File: src/rtl/vram_responder_pkg.sv
// Shared constants for the PPU VRAM responder: pad direction encodings,
// FSM state codes and the bit layout of the synchronised pin bundle.
// Pure declarations, no logic.
package vram_responder_pkg;

    // Pad direction encodings.
    localparam logic DIR_INPUT      = 1'b0;
    localparam logic DIR_OUTPUT     = 1'b1;
    localparam logic LVL_DIR_INPUT  = 1'b0;
    localparam logic LVL_DIR_OUTPUT = 1'b1;

    // FSM state codes.
    localparam logic [2:0] ST_IDLE  = 3'd0;
    localparam logic [2:0] ST_RD_A  = 3'd1;
    localparam logic [2:0] ST_RD_B  = 3'd2;
    localparam logic [2:0] ST_DRIVE = 3'd3;
    localparam logic [2:0] ST_HOLD  = 3'd4;
    localparam logic [2:0] ST_WR_A  = 3'd5;
    localparam logic [2:0] ST_WR_B  = 3'd6;

    // Layout of the synchronised pin bundle:
    // {vrd_n, vawr_n, vbwr_n, va14, vaa[13:0], vab[13:0], vda[7:0], vdb[7:0]}
    localparam int PIN_W    = 48;
    localparam int P_VRD    = 47;
    localparam int P_VAWR   = 46;
    localparam int P_VBWR   = 45;
    localparam int P_VA14   = 44;
    localparam int P_VAA_HI = 43;
    localparam int P_VAA_LO = 30;
    localparam int P_VAB_HI = 29;
    localparam int P_VAB_LO = 16;
    localparam int P_VDA_HI = 15;
    localparam int P_VDA_LO = 8;
    localparam int P_VDB_HI = 7;
    localparam int P_VDB_LO = 0;

    // Strobes reset to their idle (high) level so reset release cannot fake an edge.
    localparam logic [PIN_W-1:0] PIN_RST = {3'b111, 45'd0};

    // True while a read lookup is in flight.
    function automatic logic is_lookup(input logic [2:0] st);
        return (st == ST_RD_A) || (st == ST_RD_B);
    endfunction

endpackage

File: src/rtl/vram_responder_pin_sync.sv
// N-stage synchroniser for a bundle of async pins, plus one extra flop of history.
// Latency: STAGES clk to cur, STAGES+1 clk to prev.
// No backpressure; samples every clk.
module vram_responder_pin_sync #(
    parameter int               WIDTH   = 1,
    parameter int               STAGES  = 2,
    parameter logic [WIDTH-1:0] RST_VAL = '0
) (
    input  logic             clk,
    input  logic             rst,
    input  logic [WIDTH-1:0] din,
    output logic [WIDTH-1:0] cur,
    output logic [WIDTH-1:0] prev
);

    logic [WIDTH-1:0] stage [STAGES];

    // Shift chain; prev holds the sample before cur for edge detection.
    always_ff @(posedge clk) begin
        if (rst) begin
            for (int i = 0; i < STAGES; i++) stage[i] <= RST_VAL;
            prev <= RST_VAL;
        end else begin
            stage[0] <= din;
            for (int i = 1; i < STAGES; i++) stage[i] <= stage[i-1];
            prev <= stage[STAGES-1];
        end
    end

    assign cur = stage[STAGES-1];

endmodule

File: src/rtl/vram_responder.sv
// Emulates the two 32Kx8 PPU VRAM chips: captures PPU strobes, answers reads on vda/vdb, commits writes via req/ack.
// Latency: vrd_n fall to data driven = SYNC_STAGES + 1 + two memory ack waits + 1 clk.
// Backpressure: one memory request at a time; mem_req held stable until mem_ack; at most one read and one write per chip queued.
module vram_responder
    import vram_responder_pkg::*;
#(
    parameter int SYNC_STAGES = 2,
    parameter int DRIVE_HOLD  = 1
) (
    input  logic        clk,
    input  logic        rst,
    input  logic        vrd_n_in,
    input  logic        vawr_n_in,
    input  logic        vbwr_n_in,
    input  logic        va14_in,
    input  logic [13:0] vaa_in,
    input  logic [13:0] vab_in,
    input  logic [7:0]  vda_in,
    input  logic [7:0]  vdb_in,
    output logic        vrd_n_out,
    output logic        vawr_n_out,
    output logic        vbwr_n_out,
    output logic        vrd_n_dir,
    output logic        vawr_n_dir,
    output logic        vbwr_n_dir,
    output logic        va14_out,
    output logic [13:0] vaa_out,
    output logic [13:0] vab_out,
    output logic        va14_dir,
    output logic        vaa_dir,
    output logic        vab_dir,
    output logic        lvl_va_dir,
    output logic        lvl_vd_dir,
    output logic [7:0]  vda_out,
    output logic [7:0]  vdb_out,
    output logic        vda_dir,
    output logic        vdb_dir,
    output logic        mem_req,
    output logic        mem_we,
    output logic        mem_sel,
    output logic [14:0] mem_addr,
    output logic [7:0]  mem_wdata,
    input  logic        mem_ack,
    input  logic [7:0]  mem_rdata,
    output logic        err_late
);

    localparam int HOLD_W = (DRIVE_HOLD > 1) ? $clog2(DRIVE_HOLD) : 1;

    // The PPU owns every strobe and address pin; we never drive them.
    assign vrd_n_out  = 1'b1;
    assign vawr_n_out = 1'b1;
    assign vbwr_n_out = 1'b1;
    assign vrd_n_dir  = DIR_INPUT;
    assign vawr_n_dir = DIR_INPUT;
    assign vbwr_n_dir = DIR_INPUT;
    assign va14_out   = 1'b0;
    assign vaa_out    = '0;
    assign vab_out    = '0;
    assign va14_dir   = DIR_INPUT;
    assign vaa_dir    = DIR_INPUT;
    assign vab_dir    = DIR_INPUT;
    assign lvl_va_dir = LVL_DIR_INPUT;

    logic [PIN_W-1:0] pin_raw, pin_cur, pin_prev;
    logic             unused_pins;

    assign pin_raw = {vrd_n_in, vawr_n_in, vbwr_n_in, va14_in, vaa_in, vab_in, vda_in, vdb_in};
    // Write data is taken from the older sample, so the current data bits go unread.
    assign unused_pins = ^pin_cur[P_VDA_HI:P_VDB_LO];

    vram_responder_pin_sync #(
        .WIDTH   (PIN_W),
        .STAGES  (SYNC_STAGES),
        .RST_VAL (PIN_RST)
    ) u_sync (
        .clk  (clk),
        .rst  (rst),
        .din  (pin_raw),
        .cur  (pin_cur),
        .prev (pin_prev)
    );

    logic rd_fall, rd_rise, wa_rise, wb_rise;
    assign rd_fall =  pin_prev[P_VRD]  & ~pin_cur[P_VRD];
    assign rd_rise = ~pin_prev[P_VRD]  &  pin_cur[P_VRD];
    assign wa_rise = ~pin_prev[P_VAWR] &  pin_cur[P_VAWR];
    assign wb_rise = ~pin_prev[P_VBWR] &  pin_cur[P_VBWR];

    logic [14:0] wa_addr, wb_addr, rd_addr_a, rd_addr_b;
    logic [7:0]  wa_data, wb_data;

    // Latch write address/data from the last strobe-low sample and read addresses at the fall.
    always_ff @(posedge clk) begin
        if (rst) begin
            wa_addr   <= '0;
            wa_data   <= '0;
            wb_addr   <= '0;
            wb_data   <= '0;
            rd_addr_a <= '0;
            rd_addr_b <= '0;
        end else begin
            if (wa_rise) begin
                wa_addr <= {pin_prev[P_VA14], pin_prev[P_VAA_HI:P_VAA_LO]};
                wa_data <= pin_prev[P_VDA_HI:P_VDA_LO];
            end
            if (wb_rise) begin
                wb_addr <= {pin_prev[P_VA14], pin_prev[P_VAB_HI:P_VAB_LO]};
                wb_data <= pin_prev[P_VDB_HI:P_VDB_LO];
            end
            if (rd_fall) begin
                rd_addr_a <= {pin_cur[P_VA14], pin_cur[P_VAA_HI:P_VAA_LO]};
                rd_addr_b <= {pin_cur[P_VA14], pin_cur[P_VAB_HI:P_VAB_LO]};
            end
        end
    end

    logic [2:0]        state;
    logic              pend_a, pend_b, rd_pend;
    logic              rd_rose;   // current/queued read's strobe already ended
    logic [HOLD_W-1:0] hold_cnt;
    logic              late_now;
    logic              driving;

    assign late_now = rd_rose | rd_rise;
    assign driving  = (state == ST_DRIVE) || (state == ST_HOLD);

    assign vda_dir    = driving ? DIR_OUTPUT : DIR_INPUT;
    assign vdb_dir    = driving ? DIR_OUTPUT : DIR_INPUT;
    assign lvl_vd_dir = driving ? LVL_DIR_OUTPUT : LVL_DIR_INPUT;

    // Sequencer: pending flags, memory handshake, read data capture and drive window.
    always_ff @(posedge clk) begin
        if (rst) begin
            state     <= ST_IDLE;
            pend_a    <= 1'b0;
            pend_b    <= 1'b0;
            rd_pend   <= 1'b0;
            rd_rose   <= 1'b0;
            err_late  <= 1'b0;
            hold_cnt  <= '0;
            mem_req   <= 1'b0;
            mem_we    <= 1'b0;
            mem_sel   <= 1'b0;
            mem_addr  <= '0;
            mem_wdata <= '0;
            vda_out   <= '0;
            vdb_out   <= '0;
        end else begin
            // A new read strobe starts fresh; a rise before lookups finish marks it late.
            if (rd_fall) rd_rose <= 1'b0;
            if (rd_rise && (rd_pend || is_lookup(state))) begin
                rd_rose  <= 1'b1;
                err_late <= 1'b1;
            end

            case (state)
                ST_IDLE: begin
                    if (rd_pend) begin
                        rd_pend  <= 1'b0;
                        state    <= ST_RD_A;
                        mem_req  <= 1'b1;
                        mem_we   <= 1'b0;
                        mem_sel  <= 1'b0;
                        mem_addr <= rd_addr_a;
                    end else if (pend_a) begin
                        pend_a    <= 1'b0;
                        state     <= ST_WR_A;
                        mem_req   <= 1'b1;
                        mem_we    <= 1'b1;
                        mem_sel   <= 1'b0;
                        mem_addr  <= wa_addr;
                        mem_wdata <= wa_data;
                    end else if (pend_b) begin
                        pend_b    <= 1'b0;
                        state     <= ST_WR_B;
                        mem_req   <= 1'b1;
                        mem_we    <= 1'b1;
                        mem_sel   <= 1'b1;
                        mem_addr  <= wb_addr;
                        mem_wdata <= wb_data;
                    end
                end
                ST_RD_A: begin
                    if (mem_req && mem_ack) begin
                        mem_req <= 1'b0;
                        vda_out <= mem_rdata;
                        state   <= late_now ? ST_IDLE : ST_RD_B;
                    end
                end
                ST_RD_B: begin
                    // First cycle here has mem_req low: issue chip B unless the strobe already ended.
                    if (!mem_req) begin
                        if (late_now) begin
                            state <= ST_IDLE;
                        end else begin
                            mem_req  <= 1'b1;
                            mem_sel  <= 1'b1;
                            mem_addr <= rd_addr_b;
                        end
                    end else if (mem_ack) begin
                        mem_req <= 1'b0;
                        vdb_out <= mem_rdata;
                        state   <= late_now ? ST_IDLE : ST_DRIVE;
                    end
                end
                ST_DRIVE: begin
                    if (rd_rise) begin
                        hold_cnt <= HOLD_W'(DRIVE_HOLD - 1);
                        state    <= ST_HOLD;
                    end
                end
                ST_HOLD: begin
                    if (hold_cnt == '0) state <= ST_IDLE;
                    else                hold_cnt <= hold_cnt - 1'b1;
                end
                ST_WR_A, ST_WR_B: begin
                    if (mem_ack) begin
                        mem_req <= 1'b0;
                        state   <= ST_IDLE;
                    end
                end
                default: state <= ST_IDLE;
            endcase

            // New edges win over the IDLE consumption above.
            if (rd_fall) rd_pend <= 1'b1;
            if (wa_rise) pend_a  <= 1'b1;
            if (wb_rise) pend_b  <= 1'b1;
        end
    end

endmodule

File: config.mk
export PLATFORM = sky130hd
export DESIGN_NAME = vram_responder
export DESIGN_NICKNAME = d
export VERILOG_FILES = /design/src/rtl/vram_responder_pkg.sv /design/src/rtl/vram_responder_pin_sync.sv /design/src/rtl/vram_responder.sv
export SDC_FILE = /design/constraint.sdc
export NUM_CORES = 1
export LEC_CHECK = 0
export ABC_AREA = 1
export CAP_MARGIN = 10
export CORE_ASPECT_RATIO = 2
export CORE_MARGIN = 4
export CORE_UTILIZATION = 45
export DETAILED_ROUTE_END_ITERATION = 8
export MAX_ROUTING_LAYER = met4
export PLACE_DENSITY = 0.73
export SYNTH_ARGS = -nofsm -noshare
export SYNTH_HDL_FRONTEND = slang
export SYNTH_SLANG_ARGS = --single-unit
File: constraint.sdc
create_clock -name clk -period 2.18 [get_ports clk]
set_clock_uncertainty 0.2 [all_clocks]
set_input_delay 0.436 -clock clk [delete_from_list [all_inputs] [get_ports clk]]
set_output_delay 0.436 -clock clk [all_outputs]
set_load 0.1 [all_outputs]
* After elaboration in Yosys (flattened, before gate mapping)
Memories as Yosys holds them, arrays and structs flattened. Index checks and enable logic that the tools add are counted.
Word-level totals: flip-flop bits (word level) 175, bits in writable memories 96, output and inout port bits 85, logic and storage cells 135, memories kept 1
Cells by class: $add $sub $neg 1, eq/ne operators 18, mux-type cells 56, bitwise gates (word level) 12, reductions and logical operators 26
Memories:
- u_sync.stage | depth 2, width 48, rd ports 2, clocked after Yosys merged registers in 0, write ports 2, RTL line vram_responder_pin_sync.sv:16 | logic [WIDTH-1:0] stage [STAGES];
Operator list (count):
- 48-bit two-way mux | 2
- 15-bit two-way mux | 5
- 1-bit two-way mux | 30
- 3-bit two-way mux | 10
- 15-bit one-hot mux with 2 select lines | 1
- 3-bit one-hot mux with 6 select lines | 1
- 8-bit two-way mux | 2
- 2-bit != test, second input constant | 8
- 2-bit nonzero test | 7
- 3-bit == test, second input constant | 3
- 3-bit AND reduction | 3
- 2-bit AND reduction | 4
- 4-bit AND reduction | 2
- 7-bit AND reduction | 1
- 3-bit by 2-bit == test with 1-bit output, second input constant | 2
- 3-bit != test, second input constant | 2
- 1-bit NOT | 5
- 1-bit bitwise AND | 4
- 2-bit two-way mux | 2
- 4-bit != test, second input constant | 1
- 1-bit one-hot mux with 2 select lines | 2
- 1-bit one-hot mux with 4 select lines | 1
- 4-bit nonzero test | 1
- 3-bit by 1-bit == test with 1-bit output, second input constant | 1
- 8 further kinds | 13

* Depth between registers and ports, before layout
Gate-level depths: netlist (run 1).
depth in word-level cells 7, mapped depth 10, mapped depth without buffers 9

* Hierarchy
From an unflattened synthesis (run 1), not the netlist that was laid out.
Unflattened totals: cell total of the unflattened synthesis 1280, area total of the unflattened synthesis 9925.8 sq um
Modules (own cells, without submodules):
- vram_responder | instances 1, cells each 784, area an instance 5485.3 sq um, seq. area each 2502.4 sq um
- vram_responder_pin_sync | instances 1, cells each 496, area an instance 4440.5 sq um, seq. area each 2882.8 sq um

* Least setup slack after synthesis (run 1)
OpenSTA, ideal clock, no wires.
path kind register -> output, start point register state[2], end point output port vda_dir, arrival 3.345 ns, data required time 1.544 ns, path slack -1.801 ns, stages on the path, launching flop included 4, buffers on the path 1, cell sequence dfxtp_1 > inv_2 > o21ai_0 > buf_4
Between the ends: cells in the longest elaborated chain, start to end 3
RTL lines:
- start: declaration | RTL line vram_responder.sv:118 | logic [2:0] state;
- start signal: assignment | RTL line vram_responder.sv:188 | state <= late_now ? ST_IDLE : ST_RD_B;
- start signal: assignment | RTL line vram_responder.sv:204 | state <= late_now ? ST_IDLE : ST_DRIVE;
- 3-bit by 2-bit == test with 1-bit output / 3-bit == test (equally long branches) | RTL line vram_responder.sv:126 | assign driving = (state == ST_DRIVE) || (state == ST_HOLD);
- 1-bit logical OR (*) | RTL line vram_responder.sv:126
- 1-bit two-way mux (*)
- end: declaration | RTL line vram_responder.sv:36 | output logic vda_dir,
Mark *: on every way between the ends. The rest lies on a longest branch, timed or not.

* Final worst setup path (run 1)
start point register state[0], end point output port lvl_vd_dir
Between the ends: cells in the longest elaborated chain, start to end 3
RTL lines:
- 3-bit by 2-bit == test with 1-bit output / 3-bit == test (equally long branches) | RTL line vram_responder.sv:126
- 1-bit logical OR (*) | RTL line vram_responder.sv:126
- 1-bit two-way mux (*) | RTL line vram_responder.sv:130 | assign lvl_vd_dir = driving ? LVL_DIR_OUTPUT : LVL_DIR_INPUT;
- end: declaration | RTL line vram_responder.sv:33 | output logic lvl_vd_dir,
Marks and branches as above.

==> results of run 1 <==
==> kinds of logic after synthesis <==
kind of cell           share of synthesized area [%]
buffers and inverters                          12.92
AND/OR/NAND/NOR                                18.73
flip-flops                                     57.17
AO/OA/AOI/OAI                                  11.10
other                                        0.07972
==> power breakdown <==
| part | internal (mW) | leakage (nW) | total (mW) | switching, mW |
|---|---|---|---|---|
| sequential | 5.29 | 2.20 | 5.51 | 0.220 |
| combinational | 1.08 | 2.69 | 3.92 | 2.84 |
| clock | 2.63 | 0.395 | 4.37 | 1.74 |
| total | 9.00 | 5.29 | 13.8 | 4.80 |
==> cells in the mapped netlist, drive strengths merged <==
library cell	number	area (µm²)
nand3	19	107.6
dfxtp	269	5385
inv	176	663.1
clkbuf	46	173.9
clkinv	1	3.750
nand2	109	421.7
o211a	1	10.01
conb	2	7.510
o21a	1	7.510
or2	12	75.07
nor2	305	1160
o21ai	138	694.4
a21oi	57	296.5
o211ai	5	37.54
buf	51	376.6
==> worst max-delay path, stage by stage (launching register included) <==
cell     delay (ps)
dfxtp_4         360
inv_4            70
nand2_4          70
o21ai_4         260
buf_12          210
==> final cells by class <==
type                    count  area, µm²
fillers                  1883       8985
flip-flops and latches    269       5394
multi-input cells         686       2988
repair buffers            129       1364
inverters                 177      674.4
clock buffers              29      628.1
well taps                 266      332.8
clock inverters            11      188.9
==> per-layer routing <==
metal  vias to the layer above  share of wire (%)  global-route usage (%)
li1                       3711                  -                       -
met1                      3123                 40                   18.63
met2                       203                 51                   28.98
met3                        35                6.1                   2.066
met4                         0                2.8                   6.590
met5                         -                  0                       -
==> layout by cell type, fill, tap and decap left out, types with 3 or more instances in the layout <==
master	n
nor2_1	302
or2_2	12
clkbuf_8	3
o21ai_0	127
buf_4	51
dfxtp_1	266
bufinv_16	5
inv_1	170
conb_1	39
clkdlybuf4s50_1	57
clkbuf_1	3
nand2_1	106
buf_12	20
clkbuf_16	23
clkinv_2	3
inv_4	4
o21ai_1	9
nand3_1	17
a21oi_1	56
o211ai_1	5
==> flip-flops by register name, summed over array words and instances (netlist names) <==
signal / count
u_sync.stage: 96
u_sync.prev: 48
mem_addr: 15
rd_addr_a: 15
wa_addr: 15
wb_addr: 15
rd_addr_b: 14
mem_wdata: 8
vda_out: 8
vdb_out: 8
wa_data: 8
wb_data: 8
state: 3
err_late: 1
mem_req: 1
mem_sel: 1
mem_we: 1
pend_a: 1
pend_b: 1
rd_pend: 1
rd_rose: 1
==> stage by stage <==
stage	std cells	instance area [µm²]	power, mW
2_1_floorplan	1229	9570	8.504
3_3_place_gp	1522	10680	9.404
3_5_place_dp	1522	10680	9.451
4_1_cts	1564	11520	13.87
5_1_grt	1567	11570	14.39
6_report	1567	11570	13.79
==> worst paths after layout <==
check	to	start	slack (ps)	cells past startpoint
max	lvl_vd_dir	state[0]	50	4
min	u_sync.prev[4]	u_sync.stage[0][52]	200	2
max reg2reg	mem_addr[3]	state[0]	220	11
min reg2reg	u_sync.prev[4]	u_sync.stage[0][52]	200	2
==> timing repair <==
action	in CTS	in global routing
gates cloned	0	0
hold buffers	1	0
setup buffers	1	3
hold endpoints to repair	10	0
setup endpoints to repair	3	3
pin swaps	1	1
gates resized for setup	4	7
==> impl_metrics.csv, run 1 <==
group,metric,value,unit
drt,dr.pass1.iters,5,
floorplanning,io_pins,144,
logic_synthesis,ys_ff_latch,269,
critical_path,startpoint_type,"flip-flop",
logic_synthesis,seq_area_frac_synth,57.17,%
logic_synthesis,syn_inst,1192,
logic_synthesis,yosys_warnings,0,
floorplanning,die_w,110.3,µm
critical_path,worstSetupEndpointType,"primary output",
drt,routed_wirelength,18680,µm
clock_network,root_buffer,"clkbuf_16",
drt,ant_nets,0,
sta,setup_tns,0,ps
clock_network,clock_path_buffers,3,
run_status,status,"completed",
power,ir_drop,0.0008842,V
logic_synthesis,syn_area,9420,µm²
sta,timing.hold.ws,200.5,ps
critical_path,cp_data_required_time,1540,ps
critical_path,cp_data_arrival_time,1490,ps
global_routing,grt_max_degree,64,
final_layout,drive_gt1_share,10.76,%
critical_path,crit_type,"reg -> out",
final_layout,finalCoreUtilization,56.29,%
global_routing,grt_pass1_vias,6675,
global_routing,grtUsageTotal,16.48,%
power,p_leak,5.289,nW
sta,period_minus_slack,2127,ps
floorplanning,core,20550,µm²
drt,drt-initial-drc-count,344,
sta,period_share,97.55,%
clock_network,cts_sinks,269,
sta,setup_viol,0,
floorplanning,rows,74,
sta,slew_viol_final,0,
clock_network,cts_tree,"done",
global_routing,grt.overflow.total,0,
floorplanning,die_y,212.6,µm
placement,numPortBuffers,104,
drt,vias,7072,
drt,via_per_inst,4.513,
global_routing,antenna_found_initial,0,
floorplanning,dieArea,23450,µm²
final_layout,final_nets,1344,
drt,drc,0,
run,cap_violations,0,
sta,fin_ws,53.31,ps
final_layout,area_growth,22.82,%
clock_network,numCtsBuffers,22,
critical_path,critical_path.max_fanout,5,
sta,fmax,470.2,MHz
hold_path,hp-class,"reg -> reg",
power,powerDensity,1192,nW/µm²
placement,dp_hpwl,12470,µm
sta,hold_violations,0,
clock_network,cts.reportedPaths.clkPinSlew,70,ps
clock_network,cts_max_level,1,
logic_synthesis,syn_avg_cell_area,7.903,µm²
placement,gp_congestion,0.8450,
global_routing,grt_first_pass_wirelength,30760,µm
clock_network,insertion_delay,510,ps
logic_synthesis,synth_cell_types,28,
floorplanning,start_util,45.83,%
sta,rsz0062_at_grt,"no",
final_layout,diodes,0,
placement,dp_slack,233.7,ps
drt,wire_per_inst,11.92,µm
Note: power is estimated with default switching activity, not from simulation.
==> inputs of run 2 (changes only) <==
Settings changed: CAP_MARGIN 10 to unset, SKIP_CTS_REPAIR_TIMING set to 1.
==> impl_metrics.csv, run 2 (synthesis results as in run 1) <==
group,metric,value,unit
run_status,status,"completed",
power,ir_drop,0.0008832,V
sta,slew_viol_final,0,
drt,vias,7035,
drt,routed.top_layer,"met4",
floorplanning,core,20550,µm²
global_routing,antenna_found_initial,0,
placement,dp_hpwl,12470,µm
drt,ant_nets,0,
placement,numPortBuffers,104,
clock_network,numCtsBuffers,22,
final_layout,mostFrequentLayoutCells,"nor2_1, dfxtp_1, inv_1, o21ai_0, nand2_1",
placement,gp_congestion,0.8450,
critical_path,worstSetupEndpointType,"primary output",
power,p_seq_share,40.1,%
final_layout,final_common_cell,"nor2_1",
clock_network,insertion_delay,520,ps
sta,period_minus_slack,2129,ps
floorplanning,rows,74,
hold_path,worstHoldStart,"u_sync.stage[0][52]",
power,p_comb_share,28.1,%
placement,dpl_cell_area,10680,µm²
critical_path,worst-path-buf-inv,2,
floorplanning,dieArea,23450,µm²
critical_path,cp.depth,4,
critical_path,crit_slowest_cell,"dfxtp_4",
drt,wl_met3,1188,µm
critical_path,cp_top_family,"flip-flops",
floorplanning,start_util,45.83,%
floorplanning,die_w,110.3,µm
floorplanning,die_y,212.6,µm
drt,drc,0,
power,swShare,34.75,%
critical_path,reg2regPathDepth,10,
critical_path,r2r_start,"state[0]",
final_layout,largest_reg_flops,96,
power,p_switching,4.781,mW
drt,drt-initial-drc-count,372,
global_routing,grt.overflow.total,0,
global_routing,grt_first_pass_wirelength,30680,µm
run,cap_violations,0,
final_layout,reg_top3,"u_sync.stage (96), u_sync.prev (48)",
global_routing,grt_pass1_vias,6657,
power,power_frac_clock,31.8,%
power,internal-power,8.976,mW
critical_path,slowest_delay,380,ps
critical_path,cp_data_arrival_time,1490,ps
clock_network,cts_tree,"done",
critical_path,startpoint_type,"flip-flop",
sta,hold_violations,0,
final_layout,final_area,11540,µm²
drt,via_per_inst,4.498,
global_routing,grt_max_degree,64,
clock_network,cts_max_level,1,
critical_path,path_cells,"inv_4, nand3_2, o21ai_4, buf_12",
critical_path,critical_path.startpoint,"state[2]",
power,powerDensity,1192,nW/µm²
sta,fmax,469.7,MHz
sta,timing.hold.ws,200.7,ps
clock_network,cts_sinks,269,
final_layout,diodes,0,
hold_path,hp-class,"reg -> reg",
drt,dr.pass1.iters,7,
critical_path,crit_type,"reg -> out",
drt,wl_met1,7472,µm
global_routing,grtUsageTotal,16.43,%
placement,place_inst,1522,
final_layout,multi_input_area,2980,µm²
clock_network,cts.reportedPaths.clkPinSlew,60,ps
critical_path,cp_data_required_time,1540,ps
final_layout,final_nets,1341,
final_layout,regArea,5394,µm²
final_layout,nFillCells,1886,
power,p_leak,5.274,nW
drt,wire_per_inst,11.89,µm
final_layout,fin_cells,1564,
clock_network,clock_path_buffers,3,
sta,setup_viol,0,
drt,routed_wirelength,18600,µm
clock_network,root_buffer,"clkbuf_16",
final_layout,area_growth,22.50,%
sta,period_share,97.67,%
hold_path,whs_path_depth,2,
floorplanning,io_pins,144,
critical_path,critical_path.max_fanout,6,
final_layout,drive_gt1_share,10.55,%
final_layout,top_register,"u_sync.stage",
drt,wl_met2,9442,µm
run 2: cell types whose count changed in the layout (fill, tap and decap cells not counted), sizes merged:
cell / change
buf: -3
run 2: layer usage:
metal,GRT usage (%),up-vias
met5,-,-
met4,6.590,0
met3,2.066,33
met2,28.88,209
met1,18.59,3089
li1,-,3704
run 2: power groups by stage:
stage	combinational [mW]	sequential, mW	clock, mW
global route	4.13	5.56	4.67
detailed placement	3.84	5.61	0
CTS	3.86	5.50	4.48
global placement	3.81	5.60	0
finish	3.87	5.51	4.37
floorplan	1.68	6.82	0
run 2: path summary, 6_finish.rpt:
path	endpoint	slack (ps)
setup / recovery	lvl_vd_dir	50
hold / removal	u_sync.prev[4]	200
setup reg to reg	mem_addr[3]	330
hold reg to reg	u_sync.prev[4]	200
run 2: area by class of cell:
class / instances / share of cell area [%]
Multi-Input combinational cell: 686 / 25.83
Clock buffer: 29 / 5.443
Clock inverter: 11 / 1.637
Timing Repair Buffer: 126 / 11.62
Tap cell: 266 / 2.884
Sequential cell: 269 / 46.74
Inverter: 177 / 5.844
run 2: worst reg2reg max path, cell delays in order, from the launching register on:
cell     delay (ps)
dfxtp_2         350
inv_4            80
buf_4           120
nand3_4         180
inv_4           220
nand2_4          80
a21oi_4         170
buf_4           190
nand2_1          70
nand2_1          60
nor2_1           40
run 2: stage by stage:
step / TNS, ps / util [%] / worst slack (ps) / power, mW
after floorplan: 0 / - / 2.773 / 8.504
after global placement: 0 / 51.95 / 277.5 / 9.404
after detailed placement: 0 / 51.95 / 233.7 / 9.451
after CTS: -456.5 / 55.93 / -153.5 / 13.84
after global routing: -2.972 / 56.14 / -1.856 / 14.36
final: 0 / 56.14 / 50.79 / 13.76
